## config.mk

```make
export PLATFORM = sky130hd
export DESIGN_NAME = fifo_sync_flat
export DESIGN_NICKNAME = d
export VERILOG_FILES = /design/src/rtl/fifo_sync_if.sv /design/src/rtl/fifo_sync.sv /design/src/flat_wrapper.sv
export SDC_FILE = /design/constraint.sdc
export NUM_CORES = 1
export LEC_CHECK = 0
export BUFFER_PORTS_ARGS = -buffer_cell sky130_fd_sc_hd__buf_2
export CAP_MARGIN = 20
export CORE_ASPECT_RATIO = 1.1
export CORE_MARGIN = 5
export CORE_UTILIZATION = 35
export CTS_CLUSTER_SIZE = 40
export DETAILED_ROUTE_END_ITERATION = 10
export PLACE_DENSITY = 0.47
export SYNTH_ARGS = -nofsm -noshare
export SYNTH_HDL_FRONTEND = slang
export SYNTH_SLANG_ARGS = --single-unit
```

## constraint.sdc

```tcl
create_clock -name clk -period 4.1 [get_ports clk]
set_input_delay 0.82 -clock clk [delete_from_list [all_inputs] [get_ports clk]]
set_output_delay 0.82 -clock clk [all_outputs]
set_load 0.005 [all_outputs]
```

## src/rtl/fifo_sync_if.sv

```systemverilog
// fifo_sync_if: handshake and status bundle for fifo_sync.
//   master : drives wen/wdata/ren, observes data and status (the FIFO's user).
//   slave  : the FIFO side; drives rdata, flags, count and error pulses.
// Signals:
//   wen, wdata      write request and data
//   ren             read request (pop)
//   rdata           read data
//   full, empty     occupancy extremes
//   almost_full     count >= AF_LEVEL
//   almost_empty    count <= AE_LEVEL
//   count           occupancy 0..2**A_SIZE
//   overflow        one-cycle pulse after a rejected write
//   underflow       one-cycle pulse after a rejected read
interface fifo_sync_if #(
  parameter int unsigned D_SIZE = 8,
  parameter int unsigned A_SIZE = 4
);
  logic              wen;
  logic [D_SIZE-1:0] wdata;
  logic              ren;
  logic [D_SIZE-1:0] rdata;
  logic              full;
  logic              empty;
  logic              almost_full;
  logic              almost_empty;
  logic [A_SIZE:0]   count;
  logic              overflow;
  logic              underflow;

  modport master (
    output wen, wdata, ren,
    input  rdata, full, empty, almost_full, almost_empty, count, overflow, underflow
  );

  modport slave (
    input  wen, wdata, ren,
    output rdata, full, empty, almost_full, almost_empty, count, overflow, underflow
  );
endinterface

```

## src/rtl/fifo_sync.sv

```systemverilog
// fifo_sync: single-clock FIFO with occupancy count, almost-full/empty thresholds,
// overflow/underflow pulses and a build-time choice of read mode.
//   FWFT = 0 : rdata is a register loaded on an accepted read (1-cycle latency).
//   FWFT = 1 : rdata shows the head word combinationally while not empty.
// Ports:
//   clk  rising-edge clock
//   rst  synchronous active-high reset (control state only; memory is not reset)
//   bus  fifo_sync_if slave modport carrying requests, data and status
module fifo_sync #(
  parameter int unsigned D_SIZE   = 8,
  parameter int unsigned A_SIZE   = 4,
  parameter int unsigned FWFT     = 0,
  parameter int unsigned AF_LEVEL = 2**A_SIZE - 1,
  parameter int unsigned AE_LEVEL = 1
) (
  input logic       clk,
  input logic       rst,
  fifo_sync_if.slave bus
);

  localparam int unsigned DEPTH = 2**A_SIZE;
  localparam logic [A_SIZE:0] DepthCnt = (A_SIZE+1)'(DEPTH);
  localparam logic [A_SIZE:0] AfCnt    = (A_SIZE+1)'(AF_LEVEL);
  localparam logic [A_SIZE:0] AeCnt    = (A_SIZE+1)'(AE_LEVEL);

  logic [D_SIZE-1:0] mem [DEPTH];

  // Pointers carry one extra wrap bit; only the low A_SIZE bits address memory.
  logic [A_SIZE:0] wptr_q, rptr_q, count_q;
  logic            overflow_q, underflow_q;
  logic            full, empty;
  logic            wa, ra;

  // Status comes from registered count only, never from same-cycle requests.
  assign full  = (count_q == DepthCnt);
  assign empty = (count_q == '0);

  assign wa = bus.wen & ~full;
  assign ra = bus.ren & ~empty;

  assign bus.full         = full;
  assign bus.empty        = empty;
  assign bus.almost_full  = (count_q >= AfCnt);
  assign bus.almost_empty = (count_q <= AeCnt);
  assign bus.count        = count_q;
  assign bus.overflow     = overflow_q;
  assign bus.underflow    = underflow_q;

  always_ff @(posedge clk) begin
    if (rst) begin
      wptr_q      <= '0;
      rptr_q      <= '0;
      count_q     <= '0;
      overflow_q  <= 1'b0;
      underflow_q <= 1'b0;
    end else begin
      if (wa) wptr_q <= wptr_q + 1'b1;
      if (ra) rptr_q <= rptr_q + 1'b1;
      case ({wa, ra})
        2'b10:   count_q <= count_q + 1'b1;
        2'b01:   count_q <= count_q - 1'b1;
        default: count_q <= count_q;
      endcase
      overflow_q  <= bus.wen & full;
      underflow_q <= bus.ren & empty;
    end
  end

  // Storage array, deliberately without reset.
  always_ff @(posedge clk) begin
    if (wa && !rst) begin
      mem[wptr_q[A_SIZE-1:0]] <= bus.wdata;
    end
  end

  if (FWFT != 0) begin : g_fwft
    assign bus.rdata = mem[rptr_q[A_SIZE-1:0]];
  end else begin : g_std
    logic [D_SIZE-1:0] rdata_q;

    always_ff @(posedge clk) begin
      if (rst) begin
        rdata_q <= '0;
      end else if (ra) begin
        rdata_q <= mem[rptr_q[A_SIZE-1:0]];
      end
    end

    assign bus.rdata = rdata_q;
  end

endmodule
```

## src/flat_wrapper.sv

```systemverilog
// flat-port wrapper written by rule: the top's interface ports become plain ports
module fifo_sync_flat 
#(
  parameter int unsigned D_SIZE   = 8,
  parameter int unsigned A_SIZE   = 4,
  parameter int unsigned FWFT     = 0,
  parameter int unsigned AF_LEVEL = 2**A_SIZE - 1,
  parameter int unsigned AE_LEVEL = 1
)
  (clk, rst, bus_wen, bus_wdata, bus_ren, bus_rdata, bus_full, bus_empty, bus_almost_full, bus_almost_empty, bus_count, bus_overflow, bus_underflow);
  fifo_sync_if #(.D_SIZE(D_SIZE), .A_SIZE(A_SIZE)) bus_i ();
  input logic clk;
  input logic rst;
  input wire logic [$bits(bus_i.wen)-1:0] bus_wen;
  input wire logic [$bits(bus_i.wdata)-1:0] bus_wdata;
  input wire logic [$bits(bus_i.ren)-1:0] bus_ren;
  output wire logic [$bits(bus_i.rdata)-1:0] bus_rdata;
  output wire logic [$bits(bus_i.full)-1:0] bus_full;
  output wire logic [$bits(bus_i.empty)-1:0] bus_empty;
  output wire logic [$bits(bus_i.almost_full)-1:0] bus_almost_full;
  output wire logic [$bits(bus_i.almost_empty)-1:0] bus_almost_empty;
  output wire logic [$bits(bus_i.count)-1:0] bus_count;
  output wire logic [$bits(bus_i.overflow)-1:0] bus_overflow;
  output wire logic [$bits(bus_i.underflow)-1:0] bus_underflow;
  assign bus_i.wen = bus_wen;
  assign bus_i.wdata = bus_wdata;
  assign bus_i.ren = bus_ren;
  assign bus_rdata = bus_i.rdata;
  assign bus_full = bus_i.full;
  assign bus_empty = bus_i.empty;
  assign bus_almost_full = bus_i.almost_full;
  assign bus_almost_empty = bus_i.almost_empty;
  assign bus_count = bus_i.count;
  assign bus_overflow = bus_i.overflow;
  assign bus_underflow = bus_i.underflow;
  fifo_sync #(.D_SIZE(D_SIZE), .A_SIZE(A_SIZE), .FWFT(FWFT), .AF_LEVEL(AF_LEVEL), .AE_LEVEL(AE_LEVEL)) u_core (.clk(clk), .rst(rst), .bus(bus_i));
endmodule
```

# ---- Word-level counts from Yosys, hierarchy flattened
# Memories as Yosys holds them, arrays and structs flattened. A register that Yosys moved wholly into a read port is not among the register bits.
# Cells that the tools add are included.
dict set report totals {
  register_bits 17
  latchBits 0
  out_inout_bits 19
  romBits 0
  memories 1
  mem_bits_rw 128
}
dict set report op_classes {
  shifts 0
  n_reduce_logical 4
  n_addsub 4
  n_lt_le_gt_ge 2
  mul 0
  bitwise_logic 6
  mux 3
  eq_ne 3
  div 0
}
# name depth word_bits read_ports rd_clocked_by_memory_dff write_ports line_no
set memory_table {}
lappend memory_table {u_core.mem 16 8 1 1 1 fifo_sync.sv:26} ;# logic [D_SIZE-1:0] mem [DEPTH];
# operator n
set op_table {}
lappend op_table {{5-bit by 1-bit adder with 5-bit output, second input constant} 3}
lappend op_table {{5-bit one-hot mux with 2 select lines} 1}
lappend op_table {{5-bit == test, second input constant} 1}
lappend op_table {{5-bit by 4-bit greater-or-equal comparator with 1-bit output, second input constant} 1}
lappend op_table {{5-bit by 1-bit <= comparator with 1-bit output, second input constant} 1}
lappend op_table {{5-bit zero test} 1}
lappend op_table {{5-bit by 1-bit subtractor with 5-bit output, second input constant} 1}
lappend op_table {{1-bit AND} 4}
lappend op_table {{2-bit by 1-bit == test with 1-bit output, second input constant} 1}
lappend op_table {{2-bit == test, second input constant} 1}
lappend op_table {{1-bit two-way mux} 2}
lappend op_table {{1-bit inverter} 2}
lappend op_table {{2-bit nonzero test} 1}
lappend op_table {{1-bit logical AND} 1}
lappend op_table {{1-bit zero test} 1}

# ---- Depth between registers and ports, before layout
# Gate-level depths: netlist (run 1).
dict set report depth {
  depth_word 6
  ltp_mapped 11
  ltp_nobuf 10
}

# ---- Worst setup path after synthesis (run 1)
# OpenSTA, ideal clock, no wires.
dict set report synth_path {
  path_type {reg2reg}
  start {reg u_core.count_q[0] (netlist: u_core.bus.count[0])}
  end {mem u_core.mem[0][0], enable pin}
  synth_period_minus_slack_ns 2.366
  setup_ns 0.383
  path_slack_ns 1.734
  t_arrival_ns 1.983
  n_path_buf 0
  stages_incl_launch_ff 8
  cell_sequence {dfxtp_1 -> inv_1 -> ha_1 -> nand4bb_1 -> inv_2 -> nor3b_2 -> nand2_1 -> nor3_1}
}
dict set report synth_via {
  elab_chain_cells 6
}
# element line_no
set synth_lines {}
lappend synth_lines {{from (decl)} fifo_sync.sv:29} ;# logic [A_SIZE:0] wptr_q, rptr_q, count_q;
lappend synth_lines {{from (signal assigned)} fifo_sync.sv:60} ;# 2'b10: count_q <= count_q + 1'b1;
lappend synth_lines {{from (signal assigned)} fifo_sync.sv:61} ;# 2'b01: count_q <= count_q - 1'b1;
lappend synth_lines {{from (signal assigned)} fifo_sync.sv:62} ;# default: count_q <= count_q;
lappend synth_lines {{5-bit == test} fifo_sync.sv:35} ;# assign full = (count_q == DepthCnt);
lappend synth_lines {{named net bus_full} flat_wrapper.sv:18} ;# output wire logic [$bits(bus_i.full)-1:0] bus_full;
lappend synth_lines {{1-bit inverter} fifo_sync.sv:38} ;# assign wa = bus.wen & ~full;
lappend synth_lines {{1-bit AND} fifo_sync.sv:38}
lappend synth_lines {{1-bit logical AND} fifo_sync.sv:71} ;# if (wa && !rst) begin
lappend synth_lines {{1-bit two-way mux} fifo_sync.sv:71}
lappend synth_lines {{1-bit two-way mux (implied by the code)} fifo_sync.sv:72} ;# mem[wptr_q[A_SIZE-1:0]] <= bus.wdata;
lappend synth_lines {{to (decl)} fifo_sync.sv:26}
# The timed path passes the listed nets, and every way through them passes these cells.

# ---- Worst setup path in the final report (run 1)
dict set report layout_path {
  start {reg u_core.count_q[0] (netlist: u_core.bus.count[0])}
  end {mem u_core.mem[6][3], enable pin}
}
dict set report layout_via {
  elab_chain_cells 6
}
# element line_no
set layout_lines {}
lappend layout_lines {{5-bit == test} fifo_sync.sv:35}
lappend layout_lines {{1-bit inverter} fifo_sync.sv:38}
lappend layout_lines {{1-bit AND} fifo_sync.sv:38}
lappend layout_lines {{1-bit logical AND} fifo_sync.sv:71}
lappend layout_lines {{1-bit two-way mux} fifo_sync.sv:71}
lappend layout_lines {{1-bit two-way mux (implied by the code)} fifo_sync.sv:72}
# No other way between the ends.

==> results of run 1 <==
-- worst max-delay path: stages (launching register included) --
cell and delay [ns]:
dfxtp_1 0.48, inv_1 0.13, ha_1 0.22, nand4bb_1 0.24
inv_2 0.07, nor3b_2 0.35, nand2_1 0.18, nor2_1 0.68
-- where the power goes --
part           switching (W)  internal (W)  leakage, nW
registers          0.0000704       0.00173         1.34
clock network       0.000612      0.000962        0.288
logic               0.000272      0.000212        0.700
total               0.000954       0.00291         2.33
-- flip-flops by register name (all words and copies together) (netlist names) --
register,count
u_core.bus.count,5
u_core.bus.overflow,1
u_core.bus.underflow,1
u_core.wptr_q,4
u_core.bus.rdata,8
u_core.mem,128
u_core.rptr_q,4
-- synthesized netlist by cell type (2+ instances only) --
cell / count / area (um2)
a21oi_1: 6 / 30.0
and3_1: 2 / 12.5
buf_2: 4 / 20.0
buf_4: 2 / 15.0
buf_6: 5 / 56.3
clkbuf_1: 5 / 18.8
clkbuf_2: 2 / 10.0
dfxtp_1: 23 / 460
edfxtp_1: 128 / 3840
ha_1: 11 / 138
inv_1: 6 / 22.5
inv_2: 2 / 7.51
mux2i_1: 17 / 170
mux4_2: 32 / 721
nand2_1: 10 / 37.5
nand2b_1: 3 / 18.8
nand3_1: 5 / 25.0
nand3b_1: 8 / 60.1
nor2_1: 21 / 78.8
nor3_1: 4 / 20.0
nor3b_1: 2 / 15.0
o221ai_2: 8 / 120
or3_1: 2 / 12.5
xnor2_1: 3 / 26.3
xor2_1: 5 / 43.8
-- per-layer routing --
| metal | vias up | share of wire (%) |
|---|---|---|
| met4 | 0 | 1.3 |
| li1 | 1405 | - |
| met5 | - | 0 |
| met2 | 72 | 47 |
| met3 | 12 | 4.2 |
| met1 | 1535 | 47 |
-- path summary, 6_finish.rpt --
kind | cells after the start | endpoint | slack (ns) | startpoint
max | 7 | u_core.mem[6][3] | 1.37 | u_core.bus.count[0]
min | 2 | u_core.wptr_q[1] | 0.52 | u_core.wptr_q[1]
max reg2reg | 7 | u_core.mem[6][3] | 1.37 | u_core.bus.count[0]
min reg2reg | 2 | u_core.wptr_q[1] | 0.52 | u_core.wptr_q[1]
-- metrics by stage --
stage                     cells  power (W)  setup WS [ns]  hold slack (ns)
after floorplan             335    0.00216           1.73            0.477
after global placement      592    0.00233           1.32            0.507
after detailed placement    592    0.00233           1.33            0.500
after CTS                   624    0.00391           1.35            0.530
after global routing        624    0.00403           1.14            0.550
final                       624    0.00386           1.37            0.522
-- cell type report --
cell class / count / area, um2
inverters: 8 / 30.0
well taps: 238 / 298
clock inverters: 14 / 175
fillers: 1578 / 10400
flip-flops and latches: 151 / 4310
repair buffers: 38 / 210
multi-input cells: 157 / 1700
clock buffers: 18 / 429
-- cell families (layout without fill, tap and decap cells) --
logic type,count (synthesis),count (layout)
fa+ha+maj,11,11
compound gates,20,20
xor+xnor,8,8
flops,151,151
mux,49,49
simple gates,69,69
buf+inv,27,78
==> reports/results.ini, run 1 <==
[status]
status = complete, no violations

[grt]
grt_pass1_vias = 3094
grtUsageMet3_pct = 3.21
grt-ovfl-total = 0
grt_pass1_wl_um = 19500
grtUsageMet1_pct = 18.8
grt_start_max_net_pins = 35
met2_usage_pct = 20.8
track_usage_pct = 13.4
antenna_found_initial = 0
top_usage_layer = met2

[hold_path]
hp-class = reg -> reg

[critical_path]
endpoint_kind = register
critical_path_arrival_ns = 2.77
cp.required_ns = 4.14
start_kind = register
cp_max_fo = 8
criticalPathCategory = reg -> reg

[placed_design]
dp_hpwl_um = 8590
place_area_mm2 = 0.00654
place_congestion = 0.747
port_buffers = 30

[yosys]
synth_compound_area_share_pct = 3.10
synthAdderAreaFrac_pct = 2.23
syn-cell-area_mm2 = 0.00617
yosys_warnings = 0
synth_top_family_by_area = multiplexers
ys_types = 44
synthMuxAreaShare_pct = 14.4
synth-edff-count = 128
syn-num-nets = 358
postSynth.asyncResetShare_pct = 0
ys_seq_elements = 151
synth-simple-area-share_pct = 6.59
synth_ff_type = edfxtp_1
syn_inst = 335
synth_xor_area_share_pct = 1.14
ys_seq_area_share_pct = 69.7
syn_area_per_cell_um2 = 18.4

[detailed_routing]
wirelength_um = 13000
dr.pass1.iters = 4
post_drt_via_cell_ratio = 4.85
drc_errors = 0
final_antenna_net_count = 0
vias = 3024
drt_iter0_drc = 209
post_drt_wl_per_cell_um = 20.8

[timing]
tightest_slew_ns = 0.850
tns_ns = 0
slew_viol_final = 0
finalHoldViolCount = 0
fmax_mhz = 366
worst_slew_margin_rel_pct = 43.1
fin_crit_ns = 2.73
setup_viol = 0
rsz0062_at_grt = no
fin_crit_sh_pct = 66.6
clock_skew_ns = 0.00613

[finish]
final_common_cell = edfxtp_1
nNetsFinal = 396
design_area_mm2 = 0.00714
antennaDiodeCount = 0
syn2layout_area_growth_pct = 15.8
fin_util_pct = 40.7
layout_common_cells = edfxtp_1, mux4_2, buf_2
layout-drive-gt1-share_pct = 30.3

[power]
ir_drop_mv = 0.272
p_per_area_mw_per_mm2 = 541
power.leakage_nw = 2.33

[clocking]
postCtsSetupRepairBufs = 0
insertion_delay_ns = 0.41
cts_made_buffers = 17
ctsHtreeMaxLevel = 4
cts_max_path_buffers = 2
clk_pin_slew_ns = 0.06
ctsResizeCount = 0
root_buffer = clkbuf_16
cts_tree = yes
ctsHoldBuffers = 0
clkSinkCount = 151

[floorplanning]
dieWidth_um = 137
io_pins = 31
initial_core_util_pct = 35.2
die-height_um = 149
core_mm2 = 0.0175
die-area_mm2 = 0.0204
rows = 51

[job]
maxCapViolCount = 0

Note: power is estimated with default switching activity, not from simulation.
==> run 2, diff against run 1 <==
ABC_AREA = 1   (was not set)
PLACE_DENSITY = 0.49   (was 0.47)
clock period = 2.35 ns   (was 4.1 ns; I/O delays follow)
==> run 2 against run 1 <==
Net effect:
- combinational power rose to 4.3 times the previous value
- flip-flop and latch count stayed put
- utilization increased by 0.26 points
- synthesized cell count increased by 100%
- sequential share of layout area fell by 4.9 points
- area after synthesis increased by 8.5%
- via count rose by 53%
- total power grew 110%
- maximum frequency grew 30%
- largest cell class unchanged
- critical endpoint is now u_core.mem[5][4]
- critical path type unchanged
- die area is 7.9% higher
==> reports/results.ini, run 2 <==
[status]
status = complete, no violations

[detailed_routing]
drc_errors = 0  ; unchanged
final_antenna_net_count = 0  ; unchanged
dr.pass1.iters = 6  ; +2
drt_iter0_drc = 401  ; +92%
wirelength_um = 16500  ; +28%
post_drt_via_cell_ratio = 4.71  ; -2.7%
post_drt_wl_per_cell_um = 16.9  ; -19%
vias = 4615  ; +53%

[power]
p_per_area_mw_per_mm2 = 1060  ; +96%
ir_drop_mv = 0.671  ; +150%
power_frac_seq_pct = 39.0  ; -7.7 points
netSwitchingPower_w = 0.00263  ; +180%
power.internal_w = 0.00562  ; +93%
clkPwrFrac_pct = 35.9  ; -4.9 points
combPwrFrac_pct = 25.1  ; +13 points
finalPower_w = 0.00825  ; +110%
swShare_pct = 31.9  ; +7.2 points
power.leakage_nw = 3.32  ; +42%

[yosys]
yosysTopAreaCellShare_pct = 57.4  ; -4.9 points
yosysMostFrequentCell = nand2_1
netlist_top_cells_count = nand2_1, edfxtp_1, nand3_1
synth-edff-count = 128  ; unchanged
ys_types = 28  ; -36%
syn_area_per_cell_um2 = 9.90  ; -46%
synth_largest_area_cell = edfxtp_1
ys_seq_area_share_pct = 64.3  ; -5.4 points
syn-cell-area_mm2 = 0.00669  ; +8.5%
syn_inst = 676  ; +100%
syn-num-nets = 699  ; +95%
yosys_warnings = 0  ; unchanged
synth_area_leaders = edfxtp_1, nand2_1, dfxtp_1, nand3_1, inv_1
synth_ff_type = edfxtp_1
postSynth.asyncResetShare_pct = 0  ; unchanged
ys_seq_elements = 151  ; unchanged

[critical_path]
worstPathCellList = inv_1, ha_1, nand3_2, inv_1, nor2_2, nand2_1, nor2_1, buf_4
critical_path_arrival_ns = 2.23  ; -0.54 ns
cp.required_ns = 2.48  ; -1.66 ns
path_common_cell = inv_1
start_kind = register
cp_max_fo = 8  ; unchanged
max_stage_delay_ns = 0.41  ; -0.27 ns
cp_slowest_cell = dfxtp_1
endpoint_kind = register
criticalPathCategory = reg -> reg

[grt]
grt-ovfl-total = 0  ; unchanged
antenna_found_initial = 0  ; unchanged
grt_pass1_wl_um = 25600  ; +31%
grt_start_max_net_pins = 66  ; +89%
grt_pass1_vias = 4683  ; +51%
track_usage_pct = 15.8  ; +2.3 points

[finish]
final_common_cell = nand2_1
n_fill_cell = 1876  ; +19%
syn2layout_area_growth_pct = 16.1
layout_common_cells = nand2_1, edfxtp_1, nand3_1
layout-drive-gt1-share_pct = 13.5  ; -17 points
antennaDiodeCount = 0  ; unchanged
nNetsFinal = 742  ; +87%
largest_reg_flops = 128  ; unchanged

[timing]
clock_skew_ns = 0.00788  ; +0.00175 ns
tightest_slew_ns = 0.659  ; -0.190 ns
fin_crit_ns = 2.10  ; -0.634 ns
tns_ns = 0  ; unchanged
rsz0062_at_grt = no
worst_slew_margin_rel_pct = 56.0  ; +13 points
slew_viol_final = 0  ; unchanged
setup_viol = 0  ; unchanged
fmax_mhz = 476  ; +30%
finalHoldViolCount = 0  ; unchanged
fin_crit_sh_pct = 89.3  ; +23 points

[floorplanning]
rows = 53  ; +3.9%
dieWidth_um = 142  ; +3.8%
core_mm2 = 0.0190  ; +8.1%
die-area_mm2 = 0.0220  ; +7.9%
io_pins = 31  ; unchanged
initial_core_util_pct = 35.3  ; +0.13 points
die-height_um = 155  ; +3.9%

[clocking]
ctsHtreeMaxLevel = 4  ; unchanged
postCtsSetupRepairBufs = 0  ; unchanged
ctsHoldBuffers = 0  ; unchanged
ctsResizeCount = 0  ; unchanged
clk_pin_slew_ns = 0.06  ; about the same
cts_tree = yes
cts_made_buffers = 17  ; unchanged
cts_max_path_buffers = 2  ; unchanged
insertion_delay_ns = 0.42  ; about the same
clkSinkCount = 151  ; unchanged
root_buffer = clkbuf_16

[placed_design]
dp_hpwl_um = 10900  ; +27%
port_buffers = 30  ; unchanged
place_congestion = 0.831  ; +11%

[job]
maxCapViolCount = 0  ; unchanged

[hold_path]
hp-class = in -> reg

-- run 2: cell count changes in the layout (fill, tap and decap cells not counted), sizes merged, moves of 9 or more --
cell    previous run  this run
buf               38        53
inv               10        96
nand3b             9         0
nand3              5        93
mux4              32         0
o21ai              2        12
nor2              21        44
nand2             11       219
mux2i             17         0
-- run 2: path summary, 6_finish.rpt --
kind	cells after the start	startpoint	endpoint	slack, ns
setup / recovery	8	u_core.bus.count[0]	u_core.mem[5][4]	0.25
hold / removal	3	bus_ren	u_core.bus.underflow	0.29
setup reg to reg	8	u_core.bus.count[0]	u_core.mem[5][4]	0.25
hold reg to reg	2	u_core.wptr_q[1]	u_core.wptr_q[1]	0.55
-- run 2: final cells by class --
cell class	instances	area, um2	area share, %
inverters	95	357	4.59
clock inverters	15	225	2.90
well taps	247	309	3.98
repair buffers	53	335	4.32
flip-flops and latches	151	4310	55.4
multi-input cells	401	1810	23.3
clock buffers	17	425	5.48
-- run 2: per-layer routing --
layer  track usage, %  wire length, um  vias up
met4             7.08              412        0
met3             3.10              725       24
li1                 -                -     2278
met2             26.5             8390      105
met5                0                0        -
met1             19.7             7000     2208
-- run 2: power groups by stage --
stage | logic, W | registers, W | clock network, W
after detailed placement | 0.00208 | 0.00327 | 0
after global placement | 0.00206 | 0.00327 | 0
after global routing | 0.00234 | 0.00324 | 0.00314
final | 0.00207 | 0.00322 | 0.00296
after floorplan | 0.00153 | 0.00322 | 0
after CTS | 0.00208 | 0.00322 | 0.00302
-- run 2: logic make-up (layout without fill, tap and decap cells) --
kind of cell	count (synthesis)	count (layout)	synth area share [%]
AND/OR/NAND/NOR	362	362	22.7
flip-flops	151	151	64.3
buffers and inverters	124	180	8.62
AO/OA/AOI/OAI	27	27	2.15
adder cells (fa/ha/maj)	11	11	2.06
XOR/XNOR	1	1	0.131
-- run 2: critical path, delay by kind of cell (launching register included) --
family / cells / cell delay (ns)
buffers and inverters: 3 / 0.39
AND/OR/NAND/NOR: 4 / 0.74
adder cells (fa/ha/maj): 1 / 0.26
flip-flops: 1 / 0.41
-- run 2: per-stage QoR --
| step | util [%] | setup WS, ns | area [um2] | hold WS (ns) | std cells |
|---|---|---|---|---|---|
| floorplan | - | 0.362 | 6690 | 0.502 | 676 |
| finish | 41.0 | 0.251 | 7770 | 0.292 | 979 |
| global route | 41.0 | 0.0339 | 7770 | 0.301 | 979 |
| global placement | 37.5 | 0.323 | 7120 | 0.532 | 947 |
| CTS | 41.0 | 0.231 | 7770 | 0.266 | 979 |
| detailed placement | 37.5 | 0.265 | 7120 | 0.547 | 947 |
==> run 3, diff against run 2 <==
CTS_BUF_LIST = sky130_fd_sc_hd__clkbuf_4 sky130_fd_sc_hd__clkbuf_8   (was not set)
SLEW_MARGIN = 0   (was not set)
==> run 3 against run 2 <==
Net effect:
- clock-buffer cell count unchanged
- register-to-register slack is essentially flat
- global-route usage down 0.085 points
- flip-flop and latch count is the same
- critical endpoint is now bus_almost_full
- largest cell class unchanged
- largest power group unchanged
==> reports/results.ini, run 3 (same netlist as run 2, synthesis figures left out) <==
[finish]
regArea_mm2 = 0.00431  ; unchanged
largest_reg_flops = 128  ; unchanged
design_area_mm2 = 0.00758  ; -2.5%
layout-drive-gt1-share_pct = 13.5  ; unchanged
multi_input_area_mm2 = 0.00181  ; unchanged
nNetsFinal = 742  ; unchanged
final_common_cell = nand2_1
syn2layout_area_growth_pct = 13.2
n_fill_cell = 1911  ; +1.9%
layout_common_cells = nand2_1, edfxtp_1, nand3_1
antennaDiodeCount = 0  ; unchanged
final_cell_count_no_fill = 979  ; unchanged

[status]
status = complete, no violations

[hold_path]
min_from = bus_ren
hp-class = in -> reg

[clocking]
root_buffer = clkbuf_8
clkSinkCount = 151  ; unchanged
ctsResizeCount = 0  ; unchanged
insertion_delay_ns = 0.46  ; +0.04 ns
clk_pin_slew_ns = 0.08  ; +0.02 ns
ctsHtreeMaxLevel = 4  ; unchanged
postCtsSetupRepairBufs = 0  ; unchanged
cts_made_buffers = 17  ; unchanged
cts_tree = yes
cts_max_path_buffers = 2  ; unchanged
ctsHoldBuffers = 0  ; unchanged

[detailed_routing]
wirelength_um = 16500  ; about the same
wl_met1_um = 6970  ; -0.51%
final_antenna_net_count = 0  ; unchanged
wl_met2_um = 8400  ; +0.15%
post_drt_via_cell_ratio = 4.73  ; +0.26%
route.met3.wl_um = 799  ; +10%
dr.pass1.iters = 5  ; -1
post_drt_wl_per_cell_um = 16.9  ; about the same
vias = 4627  ; +0.26%
top_layer = met4
drc_errors = 0  ; unchanged
drt_iter0_drc = 373  ; -7.0%

[timing]
whs_ns = 0.255  ; -0.0378 ns
tns_ns = 0  ; unchanged
worst_slew_margin_rel_pct = 56.2  ; +0.20 points
rsz0062_at_grt = no
fin_crit_ns = 2.12  ; +0.0222 ns
tightest_slew_ns = 0.656  ; -0.00303 ns
fin_crit_sh_pct = 90.3  ; +0.95 points
fmax_mhz = 471  ; -1.0%
finalHoldViolCount = 0  ; unchanged
clock_skew_ns = 0.00836  ; +0.000481 ns
setup_viol = 0  ; unchanged
slew_viol_final = 0  ; unchanged

[power]
p_per_area_mw_per_mm2 = 993  ; -6.5%
swShare_pct = 33.7  ; +1.8 points
combPwrFrac_pct = 27.5  ; +2.4 points
clkPwrFrac_pct = 29.8  ; -6.1 points
power.leakage_nw = 3.23  ; -2.6%
ir_drop_mv = 0.602  ; -10%
power_frac_seq_pct = 42.7  ; +3.7 points
power.internal_w = 0.00499  ; -11%
netSwitchingPower_w = 0.00253  ; -3.7%

[floorplanning]
initial_core_util_pct = 35.3  ; unchanged
rows = 53  ; unchanged
core_mm2 = 0.0190  ; unchanged
io_pins = 31  ; unchanged
die-area_mm2 = 0.0220  ; unchanged
die-height_um = 155  ; unchanged
dieWidth_um = 142  ; unchanged

[grt]
grt_pass1_vias = 4675  ; -0.17%
antenna_found_initial = 0  ; unchanged
grt_pass1_wl_um = 25400  ; -0.49%
grt-ovfl-total = 0  ; unchanged
grt_start_max_net_pins = 66  ; unchanged
track_usage_pct = 15.7  ; -0.085 points

[critical_path]
start_kind = register
startpoint = u_core.bus.count[0]
endpoint_kind = primary output
cp.required_ns = 1.88  ; -0.60 ns
r2r-start = u_core.bus.count[0]
criticalPathCategory = reg -> out
critical_path_arrival_ns = 1.65  ; -0.58 ns
cp_max_fo = 6  ; -2

[placed_design]
port_buffers = 30  ; unchanged
place_area_mm2 = 0.00712  ; unchanged
dp_hpwl_um = 10900  ; unchanged
placed_cells = 947  ; unchanged
place_congestion = 0.831  ; unchanged

[job]
maxCapViolCount = 0  ; unchanged

## run 3: cell types whose count changed in the layout (fill, tap and decap cells not counted)
cell / change
clkbuf_16: -17
clkbuf_8: +17
## run 3: layer usage
| metal | track usage [%] | vias up |
|---|---|---|
| met3 | 3.93 | 29 |
| met1 | 19.5 | 2211 |
| met5 | 0 | - |
| li1 | - | 2277 |
| met2 | 26.8 | 110 |
| met4 | 5.12 | 0 |
## run 3: critical path, stage by stage, from the launching register on
cell     delay [ns]
dfxtp_1        0.42
ha_1           0.21
nand2_1        0.06
nor2_1         0.10
ha_1           0.14
nor2_1         0.03
o21ai_0        0.09
buf_2          0.14
## run 3: path summary, 6_finish.rpt
path,to,slack [ns],depth (start not counted)
worst max-delay path,bus_almost_full,0.23,7
worst min-delay path,u_core.bus.underflow,0.25,3
worst max register to register,u_core.mem[9][7],0.24,8
worst min register to register,u_core.wptr_q[1],0.56,2
## run 3: final cells by class
cell class | count | share of cell area (%)
Sequential cell | 151 | 56.8
Inverter | 95 | 4.71
Clock inverter | 15 | 2.97
Multi-Input combinational cell | 401 | 23.9
Clock buffer | 17 | 3.09
Tap cell | 247 | 4.08
Timing Repair Buffer | 53 | 4.42
## run 3: metrics by stage
stage	total power [W]	setup WS (ns)	utilization, %
6_report	0.00752	0.229	40.0
3_5_place_dp	0.00535	0.265	37.5
3_3_place_gp	0.00533	0.323	37.5
2_1_floorplan	0.00475	0.362	-
5_1_grt	0.00800	0.0309	40.0
4_1_cts	0.00760	0.184	40.0
## run 3: power groups by stage
stage	Clock, W	Combinational [W]	Sequential, W
after floorplan	0	0.00153	0.00322
after CTS	0.00230	0.00208	0.00321
final	0.00224	0.00207	0.00321
after detailed placement	0	0.00208	0.00327
after global placement	0	0.00206	0.00327
after global routing	0.00242	0.00234	0.00324
